==> src/rtl/bp_update_queue.sv <==
// In-order branch tracking queue: emits predictor update writes and mispredict pulses.
// Optional saturating statistics counters are enabled by defining BPQ_STATS_EN.
module bp_update_queue #(
    parameter int DEPTH = 4,
    parameter int IDX_W = 8
) (
    input  logic                       clk,
    input  logic                       rst_n,
    input  logic                       push_valid,
    output logic                       push_ready,
    input  logic [IDX_W-1:0]           push_idx,
    input  logic                       push_pred,
    input  logic                       res_valid,
    input  logic                       res_taken,
    input  logic                       flush,
    output logic                       upd_we,
    output logic [IDX_W-1:0]           upd_addr,
    output logic                       upd_taken,
    output logic                       mispredict,
    output logic [$clog2(DEPTH):0]     count,
    output logic                       res_err
`ifdef BPQ_STATS_EN
    ,
    output logic [15:0]                stat_resolved,
    output logic [15:0]                stat_mispred
`endif
);

    localparam int PTR_W = $clog2(DEPTH);
    localparam int CNT_W = PTR_W + 1;

    logic [IDX_W:0]     mem [DEPTH];
    logic [PTR_W-1:0]   rd_ptr;
    logic [PTR_W-1:0]   wr_ptr;
    logic [IDX_W:0]     head;
    logic               do_push;
    logic               do_res;
    logic               mis;

    always_comb begin
        head       = mem[rd_ptr];
        push_ready = (count != CNT_W'(DEPTH));
        do_push    = push_valid & push_ready;
        do_res     = res_valid & (count != '0);
        mis        = do_res & (res_taken != head[0]);
    end

    // A push is only stored when it survives: no flush and no mispredict this cycle.
    always_ff @(posedge clk) begin
        if (do_push && !flush && !mis) begin
            mem[wr_ptr] <= {push_idx, push_pred};
        end
    end

    always_ff @(posedge clk or negedge rst_n) begin
        if (!rst_n) begin
            rd_ptr     <= '0;
            wr_ptr     <= '0;
            count      <= '0;
            upd_we     <= 1'b0;
            upd_addr   <= '0;
            upd_taken  <= 1'b0;
            mispredict <= 1'b0;
            res_err    <= 1'b0;
        end else begin
            upd_we     <= 1'b0;
            mispredict <= 1'b0;
            if (res_valid && count == '0) begin
                res_err <= 1'b1;
            end
            if (flush) begin
                rd_ptr <= wr_ptr;
                count  <= '0;
            end else begin
                if (do_res) begin
                    upd_we     <= 1'b1;
                    upd_addr   <= head[IDX_W:1];
                    upd_taken  <= res_taken;
                    mispredict <= mis;
                end
                if (mis) begin
                    rd_ptr <= wr_ptr;
                    count  <= '0;
                end else begin
                    if (do_push) begin
                        wr_ptr <= wr_ptr + PTR_W'(1);
                    end
                    if (do_res) begin
                        rd_ptr <= rd_ptr + PTR_W'(1);
                    end
                    count <= count + CNT_W'(do_push) - CNT_W'(do_res);
                end
            end
        end
    end

`ifdef BPQ_STATS_EN
    always_ff @(posedge clk or negedge rst_n) begin
        if (!rst_n) begin
            stat_resolved <= '0;
            stat_mispred  <= '0;
        end else if (!flush) begin
            if (do_res && stat_resolved != '1) begin
                stat_resolved <= stat_resolved + 16'd1;
            end
            if (mis && stat_mispred != '1) begin
                stat_mispred <= stat_mispred + 16'd1;
            end
        end
    end
`endif

endmodule
==> config.mk <==
export PLATFORM = sky130hd
export DESIGN_NAME = bp_update_queue
export DESIGN_NICKNAME = d
export VERILOG_FILES = /design/src/rtl/bp_update_queue.sv
export SDC_FILE = /design/constraint.sdc
export NUM_CORES = 1
export LEC_CHECK = 0
export CORE_MARGIN = 8
export CORE_UTILIZATION = 45
export DETAILED_ROUTE_END_ITERATION = 16
export HOLD_SLACK_MARGIN = 0.12
export PLACE_DENSITY = 0.7
export SLEW_MARGIN = 20
export SYNTH_ARGS = -nofsm -noshare
export SYNTH_HDL_FRONTEND = slang
export SYNTH_SLANG_ARGS = --single-unit
==> constraint.sdc <==
create_clock -name clk -period 2.5 [get_ports clk]
set_input_delay 0.5 -clock clk [delete_from_list [all_inputs] [get_ports clk]]
set_output_delay 0.5 -clock clk [all_outputs]
set_load 0.01 [all_outputs]
==> metrics.txt <==
DIE AREA=roughly 0.0077 mm^2; slowest stage cell on the critical path=sky130_fd_sc_hd__or3b_2; global-route wire length before repair=6920 um; Seq pwr share=about 44%; DR vias=around 1300; startpoint of the most critical setup path=count[0]$_DFF_PN0_; Design Area, Final=approximately 0.0029 mm^2; r2r startpoint=count[0]$_DFF_PN0_; post-route clock skew=10.0 ps; synthesized netlist cell count=roughly 130; synth unique cells=35; setup repair after global routing missed its margin=no; wire length per cell after detailed routing=~17 um; number of warnings printed during yosys synthesis=0; Min Clock Period, post-route=2350 ps; worst slew slack as a fraction of its limit=76.0%; count of input and output buffers=30; clock-pin slew of the registers on the worst-case setup and hold paths=about 90 ps; post-CTS repair timing setup buffer count=0; status=complete, no violations; chip width=approximately 88 um; part of the cycle the worst path needs=93.8%; antenna-violating nets left=0; arrival time worst endpoint=between 2000 and 3000 ps; net switching fraction of the power=roughly 30%; timing-limited maximum frequency=426 MHz; synthesized area=0.00231 mm^2; worst vdd rail ir drop=around 460 uV; Mapped Nets=149; fraction of registers with async set/reset=34.5%; maximum number of pins on one net before global-route repair=20; total wirelength of the detailed-routed design=between 4000 and 5000 um; CORE AREA=a little over 0.005 mm^2; post-detailed-route via-to-cell ratio=4.95; Slew @ Worst Pin=~360 ps; category of the worst setup path launch point=flop; clock power share=about 18%; Buffers & Inverters on Critical Path=2; CP Capture Type=flop; Critical Path End=count[2]$_DFF_PN0_; antenna violations before repair=0; delay of the slowest cell on the worst path=about 480 ps; r2r worst-path depth=10; Sum Neg Setup Slack=0 ps; cell at the root of the clock tree=sky130_fd_sc_hd__clkbuf_8; path class of the lowest-slack min-delay path=flop to flop; Hold Crit Start=res_err$_DFFE_PN0P_; WP depth=10; worst endpoint required time=between 2000 and 3000 ps; Rows=26; number of maximum-capacitance violations=0; power share of the combinational group=a little under two fifths; CTS tree=done; starting utilization of the core area=45.8%; First DRT Iteration DRCs=between 90 and 100; Post-CTS Hold Fix Bufs=0; Net Sw Power=0.000893 W; total of flip-flops plus latches after synthesis=55; Setup CP Type=flop to flop; post-detailed-route DRC marker count=0; Power per Cell Area=1010 mW/mm^2; Nets=about 200; diode insertion count for antenna repair=0; router iterations before antenna repair=4; share of final-layout standard cells stronger than drive strength 1=between 30% and 40%; vias in the first global route=1386; placed cell area=around 0.0028 mm^2; top fanout value on the critical path=5; Final WS setup=between 150 and 200 ps; crit-path leading delay family=adder cells; number of enable-type register cells in the synthesized netlist=36; CP cell instances=or3b_2, nand2_1, ha_1, inv_1, ha_1, inv_1, fa_1, xor2_1, xnor2_1, a31oi_1; Worst R2R Setup Slack=150 ps; pre-CTS setup slack=-23.3 ps; final core utilization=a little under 60%; final hold vios=0; final number of max-transition violations=0; Chip Height=slightly below 90 um; number of placed I/O pins=31; number of failing setup endpoints in the final timing report=0; Avg Cell Area, Syn=around 18 um^2; Cell Int Power=roughly 0.0021 W; critical register-to-register path endpoint=count[2]$_DFF_PN0_; clock buffers created by TritonCTS=5; clock sink count=55; count of H-tree levels built during CTS=2; global placer's final weighted congestion=roughly 0.76; largest buffer count on any clock path=2; insertion delay to the later sink of the worst-skew pair=around 300 ps; sequential share of the synthesized area=roughly 67%; sum of net half-perimeters after detailed placement=3200 um; global routing usage summed across all routing layers=around an eighth; leak pwr=1.12 nW; GRT overflow=0; most used flip-flop cell after synthesis=sky130_fd_sc_hd__edfxtp_1; layout-stage area growth over the synthesis result=27.7%; number of gates given a new drive strength after cts=0
worst reg2reg max path: stages (launching register included):
cell and delay [ps]:
sky130_fd_sc_hd__dfrtp_1 430, sky130_fd_sc_hd__or3b_2 480, sky130_fd_sc_hd__nand2_1 110, sky130_fd_sc_hd__ha_1 230
sky130_fd_sc_hd__inv_1 60, sky130_fd_sc_hd__ha_1 120, sky130_fd_sc_hd__inv_1 50, sky130_fd_sc_hd__fa_1 370
sky130_fd_sc_hd__xor2_1 180, sky130_fd_sc_hd__xnor2_1 150, sky130_fd_sc_hd__a31oi_1 60
cell usage after synthesis (2+ instances only):
library cell               count  share of area (%)
sky130_fd_sc_hd__o21ai_1       2               0.43
sky130_fd_sc_hd__inv_1         6               0.98
sky130_fd_sc_hd__a31oi_1       3               0.81
sky130_fd_sc_hd__ha_1          6                3.3
sky130_fd_sc_hd__dfrtp_1      19                 21
sky130_fd_sc_hd__mux4_2        8                7.8
sky130_fd_sc_hd__mux2i_2       3                1.8
sky130_fd_sc_hd__and2_1        4                1.1
sky130_fd_sc_hd__mux2_2       10                4.9
sky130_fd_sc_hd__edfxtp_1     36                 47
sky130_fd_sc_hd__nand2_1       2               0.33
sky130_fd_sc_hd__xor2_1        2               0.76
sky130_fd_sc_hd__xnor2_1       2               0.76
sky130_fd_sc_hd__nor3_1        3               0.65
state kept, by name (all words and copies together) (netlist names):
name / flops
count: 3
upd_we: 1
wr_ptr: 2
res_err: 1
upd_addr: 8
rd_ptr: 2
mem: 36
mispredict: 1
upd_taken: 1
worst min path at each step:
| stage | endpoint | slack (ps) | depth (start not counted) |
|---|---|---|---|
| finish | res_err$_DFFE_PN0P_ | 460 | 1 |
| floorplan | count[0]$_DFF_PN0_ | 200 | 0 |
| CTS | res_err$_DFFE_PN0P_ | 460 | 1 |
| detailed placement | res_err$_DFFE_PN0P_ | 440 | 1 |
| global placement | res_err$_DFFE_PN0P_ | 460 | 1 |
| global route | res_err$_DFFE_PN0P_ | 500 | 1 |
per-stage QoR:
step,hold WS (ps),total power [W],cells
after floorplan,204,0.00198,127
after global routing,498,0.00317,253
after detailed placement,443,0.00250,245
after global placement,457,0.00245,245
final,460,0.00298,253
after CTS,465,0.00303,253
placed cells by master (no fill, tap or decap), types with 2 or more instances in the layout:
master                             n
sky130_fd_sc_hd__nand2_1           2
sky130_fd_sc_hd__mux4_2            8
sky130_fd_sc_hd__xor2_1            2
sky130_fd_sc_hd__inv_1             6
sky130_fd_sc_hd__o21ai_1           2
sky130_fd_sc_hd__a31oi_1           3
sky130_fd_sc_hd__ha_1              6
sky130_fd_sc_hd__and2_1            4
sky130_fd_sc_hd__clkbuf_8          6
sky130_fd_sc_hd__buf_4            20
sky130_fd_sc_hd__xnor2_1           2
sky130_fd_sc_hd__edfxtp_1         36
sky130_fd_sc_hd__clkdlybuf4s50_1  30
sky130_fd_sc_hd__mux2i_2           3
sky130_fd_sc_hd__dfrtp_1          19
sky130_fd_sc_hd__nor3_1            3
sky130_fd_sc_hd__mux2_2           10
per-layer routing:
layer / up-vias / global-route usage (%) / routed length (um)
met2: 25 / 21.0 / 2270
met3: 4 / 1.97 / 164
met5: - / 0 / 0
met1: 634 / 14.0 / 1770
met4: 0 / 6.09 / 74
li1: 590 / - / -
power groups by stage:
stage | combinational [W] | clock [W] | sequential [W]
2_1_floorplan | 0.000622 | 0 | 0.00136
3_3_place_gp | 0.00113 | 0 | 0.00132
3_5_place_dp | 0.00116 | 0 | 0.00134
4_1_cts | 0.00117 | 0.000543 | 0.00132
5_1_grt | 0.00125 | 0.000577 | 0.00135
6_report | 0.00114 | 0.000522 | 0.00131
final cells by class:
class                           count  area, um^2
Fill cell                         385        2090
Sequential cell                    55        1560
Multi-Input combinational cell     63         708
Timing Repair Buffer               51         470
Tap cell                           70        87.6
Clock buffer                        6        82.6
Inverter                            6        22.5
Clock inverter                      2        20.0
cell families (layout without fill, tap and decap cells):
kind of cell / Yosys count / after routing / synth area share (%)
AO/OA/AOI/OAI: 10 / 10 / 3.79
XOR/XNOR: 4 / 4 / 1.52
adder cells (fa/ha/maj): 7 / 7 / 4.12
buffers and inverters: 9 / 65 / 1.90
flip-flops: 55 / 55 / 67.4
multiplexers: 24 / 24 / 16.0
AND/OR/NAND/NOR: 18 / 18 / 5.20
Note: power is estimated with default switching activity, not from simulation.
